==> config.mk <==
export PLATFORM = sky130hd
export DESIGN_NAME = uart_rx_cfg
export DESIGN_NICKNAME = d
export VERILOG_FILES = /design/src/rtl/uart_pkg.sv /design/src/rtl/uart_baud_tick.sv /design/src/rtl/uart_rx_cfg.sv
export SDC_FILE = /design/constraint.sdc
export NUM_CORES = 1
export LEC_CHECK = 0
export BUFFER_PORTS_ARGS = -buffer_cell sky130_fd_sc_hd__buf_4
export CAP_MARGIN = 20
export CORE_MARGIN = 4
export CORE_UTILIZATION = 35
export DETAILED_ROUTE_END_ITERATION = 8
export PLACE_DENSITY_LB_ADDON = 0.2
export SYNTH_ARGS = -nofsm -noshare
export SYNTH_HDL_FRONTEND = slang
export SYNTH_SLANG_ARGS = --single-unit
export TNS_END_PERCENT = 30
==> constraint.sdc <==
create_clock -name clk -period 3.9 [get_ports clk]
set_input_delay 0 -clock clk [delete_from_list [all_inputs] [get_ports clk]]
set_output_delay 0 -clock clk [all_outputs]
set_load 0.01 [all_outputs]
==> src/rtl/uart_pkg.sv <==
// uart_pkg: shared UART constants, receiver FSM states and baud divisor helper
package uart_pkg;
  localparam int PAR_NONE = 0;
  localparam int PAR_ODD  = 1;
  localparam int PAR_EVEN = 2;
  typedef enum logic [2:0] {IDLE, START, DATA, PARITY, STOP, WAIT_IDLE} state_t;
  function automatic int baud_div(input int clk_freq, input int baud, input int os);
    return clk_freq / (baud * os);
  endfunction
endpackage

==> src/rtl/uart_baud_tick.sv <==
// uart_baud_tick: oversampling tick divider with synchronous phase restart
module uart_baud_tick #(
  parameter int DIV = 651
) (
  input  logic clk,
  input  logic rst,
  input  logic restart,
  output logic tick
);
  localparam int W = $clog2(DIV + 1);
  logic [W-1:0] cnt;
  assign tick = cnt == W'(DIV - 1);
  always_ff @(posedge clk)
    if (rst || restart) cnt <= '0;
    else cnt <= tick ? '0 : cnt + 1'b1;
endmodule

==> src/rtl/uart_rx_cfg.sv <==
// uart_rx_cfg: configurable-frame UART receiver with majority-vote sampling and receive FIFO
module uart_rx_cfg import uart_pkg::*; #(
  parameter int CLK_FREQ   = 100_000_000,
  parameter int BAUD       = 9600,
  parameter int OVERSAMPLE = 16,
  parameter int DATA_BITS  = 8,
  parameter int PARITY     = 0,
  parameter int STOP_BITS  = 1,
  parameter int FIFO_DEPTH = 4
) (
  input  logic                          clk,
  input  logic                          rst,
  input  logic                          rx,
  output logic [DATA_BITS-1:0]          rx_data,
  output logic                          rx_frame_err,
  output logic                          rx_parity_err,
  output logic                          rx_valid,
  input  logic                          rx_ready,
  output logic                          rx_overflow,
  output logic                          rx_busy,
  output logic [$clog2(FIFO_DEPTH):0]   fifo_count
);
  localparam int DIV = baud_div(CLK_FREQ, BAUD, OVERSAMPLE);
  localparam int TW  = $clog2(OVERSAMPLE);
  localparam int BW  = $clog2(DATA_BITS);
  localparam int AW  = $clog2(FIFO_DEPTH);
  localparam int CW  = AW + 1;
  localparam int EW  = DATA_BITS + 2;
  localparam int MID = OVERSAMPLE / 2;
  logic [1:0] sync;
  logic rx_s, tick, restart, mid, last, vote, commit, par_err;
  state_t state, next;
  logic [TW-1:0] tk;
  logic [BW-1:0] bc;
  logic [1:0] smp;
  logic [DATA_BITS-1:0] shr;
  logic [EW-1:0] mem [FIFO_DEPTH];
  logic [AW-1:0] wp, rp;
  logic [CW-1:0] count;
  logic pop, push, full;
  assign rx_s = sync[1];
  uart_baud_tick #(.DIV(DIV)) u_tick (.clk(clk), .rst(rst), .restart(restart), .tick(tick));
  // smp holds the samples from ticks MID-1 and MID when the vote is taken at MID+1
  assign mid  = tick && tk == TW'(MID + 1);
  assign last = tick && tk == TW'(OVERSAMPLE - 1);
  assign vote = (smp[0] & smp[1]) | (rx_s & (smp[0] | smp[1]));
  always_ff @(posedge clk) begin
    sync  <= rst ? 2'b11 : {sync[0], rx};
    state <= rst ? IDLE : next;
  end
  always_comb begin
    next    = state;
    restart = 1'b0;
    commit  = 1'b0;
    case (state)
      IDLE: begin
        restart = !rx_s;
        next    = rx_s ? IDLE : START;
      end
      START: next = (mid && vote) ? IDLE : last ? DATA : START;
      DATA: if (last && bc == BW'(DATA_BITS - 1))
        next = (PARITY != PAR_NONE) ? uart_pkg::PARITY : STOP;
      uart_pkg::PARITY: next = last ? STOP : uart_pkg::PARITY;
      STOP: if (mid && (!vote || bc == BW'(STOP_BITS - 1))) begin
        commit = 1'b1;
        next   = rx_s ? IDLE : WAIT_IDLE;
      end
      WAIT_IDLE: next = rx_s ? IDLE : WAIT_IDLE;
      default: next = IDLE;
    endcase
  end
  always_ff @(posedge clk)
    if (rst || restart) begin
      tk      <= '0;
      bc      <= '0;
      par_err <= 1'b0;
    end else if (tick) begin
      tk  <= last ? '0 : tk + 1'b1;
      smp <= {smp[0], rx_s};
      if (last && (state == DATA || state == STOP))
        bc <= (state == DATA && bc == BW'(DATA_BITS - 1)) ? '0 : bc + 1'b1;
      if (mid && state == DATA) shr <= {vote, shr[DATA_BITS-1:1]};
      if (mid && state == uart_pkg::PARITY) par_err <= (^shr ^ vote) != (PARITY == PAR_ODD);
    end
  assign full        = count == CW'(FIFO_DEPTH);
  assign rx_valid    = count != '0;
  assign pop         = rx_valid && rx_ready;
  assign push        = commit && (!full || pop);
  assign rx_overflow = commit && full && !pop && !rst;
  always_ff @(posedge clk)
    if (rst) begin
      wp    <= '0;
      rp    <= '0;
      count <= '0;
      for (int i = 0; i < FIFO_DEPTH; i++) mem[i] <= '0;
    end else begin
      if (push) mem[wp] <= {shr, !vote, par_err};
      wp    <= wp + AW'(push);
      rp    <= rp + AW'(pop);
      count <= count + CW'(push) - CW'(pop);
    end
  assign {rx_data, rx_frame_err, rx_parity_err} = mem[rp];
  assign fifo_count = count;
  assign rx_busy    = state != IDLE;
endmodule

# Yosys cells after proc, flatten, opt, wreduce, memory -nomap -nowiden
# Memory sizes are Yosys's and may differ from the RTL's. A register that Yosys moved wholly into a read port is not among the register bits.
# Cells that the tools add are included.
# word_totals
reg_bits	40
latchBits	0
mem_bits_rw	40
rom_bits	0
output_inout_bits	16
elab_cells	94
memories	1
# memory_table
memory	words	width	rd	rd_clocked_by_memory_dff	wr	line_no	rtl
mem	4	10	1	1	4	uart_rx_cfg.sv:37	logic [EW-1:0] mem [FIFO_DEPTH];
# classes
addsub	7
mul	0
div_mod_pow	0
n_lt_le_gt_ge	0
n_eq_ne	12
shift	0
mux	22
n_bitwise	6
n_reduce_logical	35
# op_table
op	n
case mux 3 bit (6 select lines)	1
two-way mux 3 bit	5
logical AND 1 bit	14
equality test 3 bit (second input constant)	4
adder 10 x 1 -> 10 bit (second input constant)	1
equality test 10 bit (second input constant)	1
two-way mux 1 bit	10
two-way mux 10 bit	1
OR reduction 10 bit	1
equality test 4 bit (second input constant)	2
two-way mux 2 bit	4
AND reduction 2 bit	4
XOR reduction 8 bit	1
equality test 3 x 2 -> 1 bit (second input constant)	2
zero test 3 bit	2
nonzero test 3 bit	2
zero test 1 bit	5
adder 2 x 1 -> 2 bit	2
adder 4 x 1 -> 4 bit (second input constant)	1
logical OR 1 bit	4
two-way mux 4 bit	1
!= test 2 bit (second input constant)	2
adder 3 x 1 -> 3 bit	1
adder 3 x 1 -> 3 bit (second input constant)	1
8 further kinds	10

# Logic depth before layout (Yosys ltp)
# Gate-level depths: netlist of run 1.
# logic_depth
depth_word	14
ltp_mapped	13
depth_no_buf	12

# Cells and area by module
# From an unflattened synthesis of run 1, not the netlist that was laid out.
# unflattened
hier_cells	307
hier_area_um2	3752.3
# modules_own_cells
mod	instances	cells_per_inst	area_per_inst_um2	seq_area_each_um2
uart_rx_cfg	1	256	3289.4	1901.8
uart_baud_tick	1	51	462.9	200.2

# Worst setup path after synthesis of run 1
# Ideal clock, no wire load.
# synth_path
path_kind	register to register
from	reg u_tick.cnt[5]
to	reg count[2] (netlist: fifo_count[2])
setup_time_ns	0.127
arrival_time_ns	2.940
path_slack_ns	0.833
path_stages_with_launch	12
path_buffers	1
cell_sequence	dfxtp_1 -> or4b_4 -> nor4_4 -> or3b_4 -> buf_6 -> ha_1 -> inv_1 -> ha_1 -> fa_1 -> xnor2_1 -> xnor2_1 -> nor2_1
# synth_between
elab_chain_cells	8
# synth_rtl
element	line_no	rtl
from (decl)	uart_baud_tick.sv:11	logic [W-1:0] cnt;
from (signal assigned)	uart_baud_tick.sv:15	else cnt <= tick ? '0 : cnt + 1'b1;
equality test 10 bit	uart_baud_tick.sv:12	assign tick = cnt == W'(DIV - 1);
logical AND 1 bit	uart_rx_cfg.sv:44	assign mid = tick && tk == TW'(MID + 1);
logical AND 1 bit	uart_rx_cfg.sv:64	STOP: if (mid && (!vote || bc == BW'(STOP_BITS - 1))) begin
two-way mux 1 bit	uart_rx_cfg.sv:64	
two-way mux 1 bit	uart_rx_cfg.sv:55	case (state)
logical AND 1 bit	uart_rx_cfg.sv:88	assign push = commit && (!full || pop);
adder 3 x 1 -> 3 bit	uart_rx_cfg.sv:100	count <= count + CW'(push) - CW'(pop);
subtractor 3 x 1 -> 3 bit	uart_rx_cfg.sv:100	
to (signal assigned)	uart_rx_cfg.sv:100	
to (decl)	uart_rx_cfg.sv:39	logic [CW-1:0] count;
# No other way between the ends.
# A chain may end at the register's enable or synchronous reset.

# Worst setup path in the final report of run 1
# Ends and elaborated chain as after synthesis.

==> results of run 1 <==
-- metrics by stage --
step	utilization [%]	std cells
2_1_floorplan	-	292
3_3_place_gp	38.8	443
3_5_place_dp	38.8	443
4_1_cts	41.2	461
5_1_grt	41.2	461
6_report	41.2	461
-- cells in the mapped netlist (all sizes together) (2+ instances only) --
master | instances | area (sq um)
a211oi | 2 | 15.0
a21oi | 3 | 15.0
a32o | 2 | 20.0
and2 | 36 | 225
buf | 2 | 15.0
clkbuf | 7 | 26.3
dfxtp | 30 | 601
edfxtp | 50 | 1500
ha | 11 | 138
inv | 16 | 60.1
mux4 | 10 | 225
nand2 | 9 | 33.8
nand2b | 4 | 25.0
nand3 | 7 | 35.0
nor2 | 27 | 104
nor2b | 4 | 25.0
nor3 | 6 | 46.3
nor3b | 2 | 15.0
nor4 | 5 | 61.3
nor4b | 2 | 32.5
o21a | 2 | 15.0
o21ai | 6 | 30.0
or2 | 3 | 18.8
or3 | 6 | 37.5
or3b | 3 | 31.3
or4b | 2 | 23.8
xnor2 | 15 | 131
xor2 | 4 | 35.0
-- timing repair --
item                      4_1_cts  5_1_grt
hold buffers                    2        0
hold endpoints to repair        5        0
setup buffers                   0        0
-- registers in the layout, indices dropped and copies added (netlist names) --
name        cells
tk              4
state           3
u_tick.cnt     10
shr             8
fifo_count      3
sync            2
par_err         1
bc              3
wp              2
smp             2
mem            40
rp              2
-- logic make-up after synthesis --
| family | count (synthesis) |
|---|---|
| buffers and inverters | 25 |
| AO/OA/AOI/OAI | 22 |
| adder cells (fa/ha/maj) | 13 |
| AND/OR/NAND/NOR | 121 |
| multiplexers | 11 |
| XOR/XNOR | 20 |
| flip-flops | 80 |
-- per-layer routing --
layer	wire, microns	up-vias	part of all wire, %	GRT usage, %
met3	247	7	3.7	3.60
li1	-	1099	-	-
met2	3410	23	52	19.9
met5	0	-	0	0
met1	2900	1058	44	13.6
met4	51	0	0.77	3.20
-- final cells by class --
type	instances	share of cell area, %
timing repair buffer	26	4.71
clock inverter	7	2.39
sequential	80	49.5
multi-input combinational	187	35.1
tap	136	4.00
inverter	16	1.41
clock buffer	9	2.92
-- critical path: stages (launching register included) --
cell     delay (ns)
dfxtp_1        0.36
or4b_4         0.58
nor4_4         0.30
or3b_4         0.52
ha_1           0.31
inv_1          0.04
ha_1           0.18
fa_1           0.37
xnor2_1        0.18
xnor2_1        0.14
nor2_1         0.05
-- where the power goes --
part | internal (mW) | switching (mW) | total [mW] | leakage (nW)
registers | 0.939 | 0.0616 | 1.00 | 0.707
clock network | 0.369 | 0.321 | 0.690 | 0.114
logic | 0.199 | 0.129 | 0.328 | 0.695
total | 1.51 | 0.511 | 2.02 | 1.52
-- path summary, 6_finish.rpt --
| kind | endpoint | startpoint | cells after the start | slack (ns) |
|---|---|---|---|---|
| worst max-delay path | fifo_count[2] | u_tick.cnt[5] | 10 | 0.76 |
| worst min-delay path | rp[0] | rx_ready | 4 | 0.17 |
| worst min register to register | sync[1] | sync[0] | 1 | 0.42 |
| worst max register to register | fifo_count[2] | u_tick.cnt[5] | 10 | 0.76 |
==> results.ini, run 1 <==
[cells_and_area]
fillCellCount = 968
drive_gt1_share_pct = 19.4
seq_area_sq_um = 2100
final_common_cell = edfxtp_1
stdcell_area_sq_um = 4250
antenna_cells = 0
layout_common_cells = edfxtp_1 (50), and2_1 (36), dfxtp_1 (30)
multiInputGateArea_sq_um = 1490
fin_nets = 336
areaGrowthSynthToFinish_pct = 15.0

[grt]
grt_max_degree = 22
antenna_found_initial = 0
track_usage_pct = 11.4
grt_pass1_wl_mm = 11.0
grt_pass1_vias = 2198
grt-ovfl-total = 0

[sta]
grt_setup_unrepaired = no
period_share_pct = 80.5
slew_viol_final = 0
tightest_slew_ns = 0.753
whs_ns = 0.170
setup_viol = 0
relSlewSlack_pct = 49.7
finalClockSkew_ns = 0.0138
fin_setup_tns_ns = 0
fin_crit_ns = 3.14
setup_slack_ns = 0.759
finalHoldViolations = 0
fmax_ghz = 0.318

[logic_synthesis]
async_flop_share_pct = 0
synth-xor-area-share_pct = 5.11
synthFlopType = edfxtp_1
synth_top_family_by_area = simple AND/OR/NAND/NOR gates
ys_warn_count = 0
ys_ff_latch = 80
synthCells = 292
synthDistinctLibCells = 53
syn-num-nets = 308
syn_area_sq_um = 3690
synth_edf_count = 50
synth_compound_area_share_pct = 4.03
synthAdderAreaFrac_pct = 4.54
synth_simple_gate_area_share_pct = 20.3
synth_mux_area_share_pct = 6.37
yosysSeqAreaShare_pct = 56.9
avgSynthCellArea_sq_um = 12.7

[drt]
totalWireLength_mm = 6.61
ant_nets = 0
via_count = 2187
viasPerCell = 4.74
drt_iter0_markers = 59
routedWlPerCell_microns = 14.3
detail_route.first_pass.iterations = 5
drc_errors = 0

[floorplanning]
die_area_sq_um = 12300
start_util_pct = 35.8
io_pins = 20
die_x_microns = 111
core_area_sq_um = 10300
rows = 37
die_h_microns = 111

[worst_setup_path]
crit_type = flip-flop to flip-flop
endpoint_kind = flip-flop
cp-start-kind = flip-flop
cp.arrival_ns = 3.38
crit_fanout = 13
worstPathRequired_ns = 4.14

[cts]
clk_pin_slew_worst_paths_ns = 0.09
numCtsBuffers = 9
cts_max_level = 3
clk_latency_ns = 0.35
cts_root_buf = clkbuf_8
clkSinkCount = 80
cts_resized = 0
cts_tree = built
cts_buffer_depth = 2

[worst_hold_path]
worstHoldPathType = primary input to flip-flop

[power_and_ir_drop]
irDropWorstVdd_mv = 0.212
p_total_mw = 2.02
power_leakage_nw = 1.52
power.density_nw_per_um2 = 475

[flow_run]
max_cap_violations = 0

[placement]
io_buffers = 19
routabilityCongestion = 0.762
dpl_cell_area_sq_um = 4000
dp_slack_ns = 0.772
dp_hpwl_mm = 4.55

[outcome]
status = completed

Power figures use the tool's default switching activity.
==> run 2: changes to the inputs <==
==> constraint.sdc (replaced) <==
create_clock -name clk -period 2.75 [get_ports clk]
set_input_delay 0 -clock clk [delete_from_list [all_inputs] [get_ports clk]]
set_output_delay 0 -clock clk [all_outputs]
set_load 0.01 [all_outputs]
==> run 2 against run 1 <==
The flow now finishes with violations (negative setup slack); worst hold slack better by 0.033 ns; cell count up 4.1%; design area up 3.2%; register-to-register slack worse by 0.80 ns; count of clock-buffer cells in the layout unchanged; combinational power up 56%; worst setup slack worse by 0.80 ns; non-clock buffer count up 19; power up 35%; clock power up 16%; sequential share of layout area down 1.5 points; die area unchanged.
==> results.ini, run 2 (synthesis gave the netlist of run 1 again) <==
[floorplanning]
die_h_microns = 111
core_area_sq_um = 10300
start_util_pct = 35.8
rows = 37
die_area_sq_um = 12300
io_pins = 20
die_x_microns = 111

[worst_hold_path]
worstHoldPathType = primary input to flip-flop
min_from = rx_ready

[cells_and_area]
post-route-util_pct = 42.5
layout_common_cells = edfxtp_1 (50), buf_4 (43), and2_1 (36)
fillCellCount = 981
reg.largest.list = mem: 40 flops, u_tick.cnt: 10 flops, shr: 8 flops
areaGrowthSynthToFinish_pct = 18.7
antenna_cells = 0
multiInputGateArea_sq_um = 1530
top_register = mem
seq_area_sq_um = 2100
final_common_cell = edfxtp_1
drive_gt1_share_pct = 25.6
largest_reg_flops = 40
fin_nets = 355

[placement]
io_buffers = 19
routabilityCongestion = 0.782
dp_hpwl_mm = 4.76

[sta]
period_share_pct = 101
fin_crit_ns = 2.79
tightest_slew_ns = 0.736
finalClockSkew_ns = 0.0162
relSlewSlack_pct = 50.9
fmax_ghz = 0.359
setup_slack_ns = -0.0370
grt_setup_unrepaired = yes
setup_viol = 1
finalHoldViolations = 0
slew_viol_final = 0
whs_ns = 0.202

[drt]
drc_errors = 0
routedWlPerCell_microns = 14.1
ant_nets = 0
drt_iter0_markers = 72
totalWireLength_mm = 6.79
detail_route.first_pass.iterations = 4
via_count = 2256
viasPerCell = 4.70

[worst_setup_path]
reg2reg_from = u_tick.cnt[4]
endpoint_kind = flip-flop
timing.critical_path.from = u_tick.cnt[4]
worstPathRequired_ns = 2.99
cp.arrival_ns = 3.03
crit_type = flip-flop to flip-flop
crit_fanout = 3
cp-start-kind = flip-flop

[grt]
grt-ovfl-total = 0
grt_pass1_wl_mm = 11.8
antenna_found_initial = 0
grt_max_degree = 22
track_usage_pct = 12.1
grt_pass1_vias = 2303

[outcome]
failed_checks = negative setup slack
status = finished, violations left

[cts]
cts_resized = 0
cts_root_buf = clkbuf_8
cts_max_level = 3
clk_pin_slew_worst_paths_ns = 0.10
cts_buffer_depth = 2
numCtsBuffers = 9
clkSinkCount = 80
cts_tree = built
clk_latency_ns = 0.35

[power_and_ir_drop]
irDropWorstVdd_mv = 0.300
power.density_nw_per_um2 = 623
power_leakage_nw = 1.59

[flow_run]
max_cap_violations = 0

## run 2: cell types whose count changed in the layout (fill, tap and decap cells not counted), moves of 2 or more
cell	change
clkinvlp_4	+2
buf_4	+19
ha_1	-2
bufinv_16	-2
ha_4	+2
## run 2: path summary, 6_finish.rpt
| check | end | slack, ns | depth (start not counted) |
|---|---|---|---|
| max | fifo_count[2] | -0.04 | 10 |
| min | rp[0] | 0.20 | 4 |
| max reg2reg | fifo_count[2] | -0.04 | 10 |
| min reg2reg | sync[1] | 0.43 | 1 |
## run 2: repair_timing
action	in CTS	in global routing
hold buffers	2	0
setup endpoints to repair	1	2
hold endpoints to repair	4	0
setup buffers	0	0
gates cloned	0	0
## run 2: through the flow
stage / worst slack [ns] / cell area [sq um] / TNS (ns) / instances / power (mW)
floorplan: -0.129 / 3730 / -3.31 / 292 / 1.76
global placement: -0.0274 / 4190 / -0.0274 / 462 / 1.97
detailed placement: -0.0558 / 4190 / -0.0558 / 462 / 1.97
CTS: -0.0645 / 4390 / -0.0645 / 480 / 2.77
global route: -0.182 / 4390 / -0.182 / 480 / 2.88
finish: -0.0370 / 4390 / -0.0370 / 480 / 2.73
## run 2: final cells by class
type                    count  share of cell area, %
flip-flops and latches     80                   48.0
multi-input cells         187                   34.9
repair buffers             45                   7.82
well taps                 136                   3.88
clock buffers               9                   2.82
inverters                  16                   1.37
clock inverters             7                   1.28
## run 2: power by group
part / leakage [nW] / switching, mW / internal, mW
Clock: 0.0854 / 0.466 / 0.338
Sequential: 0.708 / 0.0864 / 1.33
Combinational: 0.798 / 0.201 / 0.311
## run 2: worst max-delay path, stage by stage, from the launching register on
cell and delay, ns:
dfxtp_2 0.32, or4b_4 0.56, nor4_4 0.19, or3b_4 0.44, ha_4 0.27, inv_2 0.03, ha_4 0.15, fa_2 0.37
xnor2_2 0.15, xnor2_1 0.16, nor2_1 0.06
## run 2: per-layer routing
metal  wire length, microns  vias to the layer above  GRT usage [%]
met3                    165                        4           2.95
met1                   3120                     1095           15.4
met4                     51                        0           3.45
met2                   3450                       25           20.3
li1                       -                     1132              -
met5                      0                        -              0
